`config.mk`:
```
export PLATFORM = sky130hd
export DESIGN_NAME = start_screen_ctrl
export DESIGN_NICKNAME = d
export VERILOG_FILES = /design/src/rtl/start_screen_ctrl.sv
export SDC_FILE = /design/constraint.sdc
export NUM_CORES = 1
export LEC_CHECK = 0
export ABC_AREA = 1
export CORE_AREA = 2 2 47 93
export DETAILED_ROUTE_END_ITERATION = 8
export DIE_AREA = 0 0 49 95
export PLACE_DENSITY = 0.64
export SYNTH_ARGS = -nofsm -noshare
export SYNTH_HDL_FRONTEND = slang
export SYNTH_SLANG_ARGS = --single-unit
```
`constraint.sdc`:
```
create_clock -name Clk -period 2.2 [get_ports Clk]
set_clock_uncertainty 0.2 [all_clocks]
set_input_delay 0.66 -clock Clk [delete_from_list [all_inputs] [get_ports Clk]]
set_output_delay 0.66 -clock Clk [all_outputs]
set_load 0.03 [all_outputs]
```
`src/rtl/start_screen_ctrl.sv`:
```
// Game-flow sequencer: TITLE -> COUNTDOWN -> PLAY -> GAMEOVER, driving banner blink,
// countdown digit, game_run and a one-cycle game_clear on every countdown entry.
module start_screen_ctrl #(
    parameter logic [7:0]  START_KEY  = 8'h28,
    parameter int unsigned BLINK_FRM  = 30,
    parameter int unsigned SEC_FRM    = 60,
    parameter int unsigned COUNT_INIT = 3,
    parameter int unsigned HOLD_FRM   = 120
) (
    input  logic       Clk,
    input  logic       Reset,
    input  logic       frame_clk,
    input  logic [7:0] keycode,
    input  logic       player_dead,
    output logic [1:0] game_state,
    output logic       start_visible,
    output logic [3:0] countdown,
    output logic       game_run,
    output logic       game_clear
);
    localparam int unsigned FCNT_W = 8;
    localparam int unsigned CD_W   = 4;

    localparam logic [FCNT_W-1:0] BLINK_LAST = FCNT_W'(BLINK_FRM - 1);
    localparam logic [FCNT_W-1:0] SEC_LAST   = FCNT_W'(SEC_FRM - 1);
    localparam logic [FCNT_W-1:0] HOLD_LAST  = FCNT_W'(HOLD_FRM - 1);
    localparam logic [CD_W-1:0]   CD_INIT    = CD_W'(COUNT_INIT);

    typedef enum logic [1:0] {
        ST_TITLE = 2'b00,
        ST_COUNT = 2'b01,
        ST_PLAY  = 2'b10,
        ST_OVER  = 2'b11
    } state_e;

    state_e            state_q, state_d;
    logic [FCNT_W-1:0] fcnt_q, fcnt_d;
    logic              frame_clk_q, frame_clk_d;
    logic              key_q, key_d;
    logic              hold_done_q, hold_done_d;
    logic              start_visible_q, start_visible_d;
    logic [CD_W-1:0]   countdown_q, countdown_d;
    logic              game_run_q, game_run_d;
    logic              game_clear_q, game_clear_d;

    logic              tick;
    logic              press;
    logic              wrap;
    logic [FCNT_W-1:0] lim_last;

    always_comb begin
        frame_clk_d = frame_clk;
        key_d       = (keycode == START_KEY);
        tick        = frame_clk & ~frame_clk_q;
        press       = key_d & ~key_q;

        unique case (state_q)
            ST_TITLE: lim_last = BLINK_LAST;
            ST_COUNT: lim_last = SEC_LAST;
            ST_OVER:  lim_last = HOLD_LAST;
            default:  lim_last = '1;
        endcase
        wrap = tick && (fcnt_q == lim_last);
    end

    // Next-state and registered-output computation
    always_comb begin
        state_d         = state_q;
        fcnt_d          = fcnt_q;
        hold_done_d     = hold_done_q;
        start_visible_d = start_visible_q;
        countdown_d     = countdown_q;
        game_run_d      = game_run_q;
        game_clear_d    = 1'b0;

        if (tick) begin
            fcnt_d = wrap ? '0 : fcnt_q + FCNT_W'(1);
        end

        unique case (state_q)
            ST_TITLE: begin
                if (press) begin
                    state_d         = ST_COUNT;
                    countdown_d     = CD_INIT;
                    start_visible_d = 1'b1;
                    game_clear_d    = 1'b1;
                end else if (wrap) begin
                    start_visible_d = ~start_visible_q;
                end
            end
            ST_COUNT: begin
                if (wrap) begin
                    if (countdown_q > CD_W'(1)) begin
                        countdown_d = countdown_q - CD_W'(1);
                    end else begin
                        state_d         = ST_PLAY;
                        countdown_d     = '0;
                        start_visible_d = 1'b0;
                        game_run_d      = 1'b1;
                    end
                end
            end
            ST_PLAY: begin
                if (player_dead) begin
                    state_d         = ST_OVER;
                    game_run_d      = 1'b0;
                    start_visible_d = 1'b1;
                end
            end
            ST_OVER: begin
                start_visible_d = 1'b1;
                // Presses before the hold expires are dropped, never queued
                if (press && hold_done_q) begin
                    state_d      = ST_COUNT;
                    countdown_d  = CD_INIT;
                    game_clear_d = 1'b1;
                end else if (wrap) begin
                    hold_done_d = 1'b1;
                end
            end
            default: ;
        endcase

        if (state_d != state_q) begin
            fcnt_d      = '0;
            hold_done_d = 1'b0;
        end
    end

    always_ff @(posedge Clk) begin
        if (Reset) begin
            state_q         <= ST_TITLE;
            fcnt_q          <= '0;
            frame_clk_q     <= 1'b0;
            key_q           <= 1'b0;
            hold_done_q     <= 1'b0;
            start_visible_q <= 1'b1;
            countdown_q     <= '0;
            game_run_q      <= 1'b0;
            game_clear_q    <= 1'b0;
        end else begin
            state_q         <= state_d;
            fcnt_q          <= fcnt_d;
            frame_clk_q     <= frame_clk_d;
            key_q           <= key_d;
            hold_done_q     <= hold_done_d;
            start_visible_q <= start_visible_d;
            countdown_q     <= countdown_d;
            game_run_q      <= game_run_d;
            game_clear_q    <= game_clear_d;
        end
    end

    assign game_state    = state_q;
    assign start_visible = start_visible_q;
    assign countdown     = countdown_q;
    assign game_run      = game_run_q;
    assign game_clear    = game_clear_q;

endmodule

```
==> out/metrics.cfg, run 1 <==
[run_status]
status=finished, violations left
violations=setup timing

[placed_design]
dp_hpwl_um=2570
place_area_mm2=0.00180
portBuffers=20
pre_cts_slack_ns=-0.373
placed_cells=300
gp_congestion=0.872

[timing]
slew_violations=0
relSlewSlack_pct=75.5
setup_slack_ns=-0.0484
whs_ns=0.265
fin_setup_tns_ns=-0.223
setup_viol=10
rsz0062_at_grt=true
final-hold-violation-count=0
timing.fmax_mhz=445
fin_crit_ns=2.25
final.period_utilization_pct=102
worstMarginPinSlew_ns=0.366

[clock_tree]
h-tree-depth=1
clockBufferDepth=2
clock-sinks=20
cts-root-buf=clkbuf_8
postCtsHoldBufs=0
cts_tree=yes
numCtsBuffers=3
insertion_delay_ns=0.27
clk_pin_slew_worst_paths_ns=0.08

[synthesis]
yosysWarnings=0
post-synth-top-area-fraction_pct=29.6
syn_nets=225
synth.distinct_cells=28
syn_area_mm2=0.00135
synth_cells=205
synth-seq-area-share_pct=29.6
avgSynthCellArea_um2=6.60
synth_seq_cells=20
synth_area_leaders=dfxtp_1 (30%), nand2_1 (12%), inv_1 (8.3%), nor2_1 (7.8%), ha_1 (7.4%)
synth_top_cell_by_area=dfxtp_1

[final_layout]
design_area_mm2=0.00213
instances_no_fill=318
fin_nets=287
area_delta_synth_final_pct=57.4
nFillCells=398
multi_input_area_um2=992
seqCellArea_um2=408
diodes=0
drive_gt1_share_pct=34.2
post-route-util_pct=53.2

[grt]
grt_pass1_vias=1476
grt_pass1_wl_um=6230
antenna_found_initial=0
grtUsageTotal_pct=17.2
grt_max_degree=12
grt-ovfl-total=0

[min_path]
min_path_type=reg -> reg
hold_path_depth=2

[power]
leakagePower_nw=0.934
power_mw=1.72
power_density_mw_per_mm2=809
max-vdd-ir-drop_mv=0.422

[critical_path]
path_class=reg -> reg
cp-start-kind=flip-flop
crit_fanout=7
critPathCaptureType=flip-flop
r2r_cells=15
crit_required_ns=2.17
critPathArrivalTime_ns=2.21

[routing]
drc=0
drt_wl_total_um=4110
drt_first_iter_violations=62
dr.pass1.iters=4
wl_per_cell_um=12.9
vias=1605
avgViaCountPerCell=5.05
ant_nets=0

[floorplan]
core_area_mm2=0.00401
die_h_um=95
ios=21
rows=33
initial_utilization_pct=33.8
die_w_um=49
dieArea_mm2=0.00466

[job]
cap_violations=0

area by class of cell:
class,instances,share of cell area [%]
Clock buffer,4,2.59
Inverter,34,6.40
Multi-Input combinational cell,150,46.6
Sequential cell,20,19.2
Tap cell,52,3.06
Timing Repair Buffer,58,22.2
cell usage after synthesis:
library cell   n
or2_2          1
clkbuf_1       1
nor2_1        28
ha_1           8
inv_2          4
a22oi_1        1
a21oi_1       12
buf_6          1
o21bai_1       2
nand3b_1       1
o21ai_0        8
nand4_1        4
inv_1         30
nor2_2         1
a211oi_1       2
nand2_4        2
o221ai_1       1
o211ai_1       1
nand3_4        1
dfxtp_1       20
nand3_2        3
nand3_1       17
nand2_2        1
nand2_1       44
nor3_1         5
xnor2_1        2
nor3_2         1
xor2_1         3
worst max-delay path, cell delays in order (launching register included):
cell        delay, ns
dfxtp_4          0.41
clkinvlp_4       0.15
ha_4             0.22
o21bai_1         0.18
nand2_1          0.09
nor2_2           0.10
buf_4            0.13
nand2_4          0.06
nand2_4          0.09
nand2_4          0.06
inv_2            0.06
nand3_2          0.06
nand2_2          0.09
inv_4            0.05
nand3_4          0.13
nor2_1           0.06
cell families after synthesis:
kind of cell	after synthesis	synth area share [%]
compound gates	27	11.4
xor+xnor	5	3.24
fa+ha+maj	8	7.40
buf+inv	36	10.5
flops	20	29.6
simple gates	109	37.8
what timing repair did:
item,in CTS,in global routing
cloned,1,0
pin swaps,15,20
buffers inserted,4,10
setup endpoints to repair,17,16
resized for setup,23,37
registers in the layout, indices dropped and copies added (netlist names):
signal         count
countdown          4
fcnt_q             8
frame_clk_q        1
game_clear         1
game_run           1
game_state         2
hold_done_q        1
key_q              1
start_visible      1
metal layers:
metal / track usage [%] / vias up / wire, um
li1: - / 782 / -
met1: 19.4 / 769 / 1620
met2: 30.9 / 47 / 2240
met3: 2.22 / 7 / 165
met4: 9.29 / 0 / 91
met5: 0 / - / 0
path summary, 6_finish.rpt:
check	slack (ns)	to	start
max	-0.05	hold_done_q	game_state[0]
min	0.26	game_run	game_run
max reg2reg	-0.05	hold_done_q	game_state[0]
min reg2reg	0.26	game_run	game_run
power breakdown:
| group | leakage (nW) | switching, mW | internal [mW] | total [mW] |
|---|---|---|---|---|
| clock | 0.0288 | 0.133 | 0.160 | 0.292 |
| sequential | 0.164 | 0.0608 | 0.417 | 0.477 |
| combinational | 0.742 | 0.548 | 0.404 | 0.952 |
| total | 0.934 | 0.742 | 0.980 | 1.72 |
placed cells by master (no fill, tap or decap), types with 3 or more instances in the layout:
master / Yosys / final
dfxtp_1: 20 / 18
nor2_1: 28 / 22
dlygate4sd2_1: 0 / 12
clkdlybuf4s50_1: 0 / 7
nand3_1: 17 / 14
nand2_1: 44 / 33
o21ai_0: 8 / 5
nand2_4: 2 / 3
nor2_2: 1 / 5
ha_1: 8 / 5
clkbuf_8: 0 / 4
nand3_4: 1 / 5
inv_2: 4 / 3
a21oi_1: 12 / 11
inv_1: 30 / 28
nand3_2: 3 / 3
xor2_1: 3 / 3
nand4_1: 4 / 4
nand2_2: 1 / 11
nor3_2: 1 / 3
buf_4: 0 / 38
o21ai_1: 0 / 3
No activity file was read; power rests on OpenSTA's default activity.
==> inputs of run 2 (changes only) <==
Settings changed: CTS_CLUSTER_SIZE from default to 28.
==> results of run 2 <==
Final layout, timing and power as in run 1 (identical DEF).
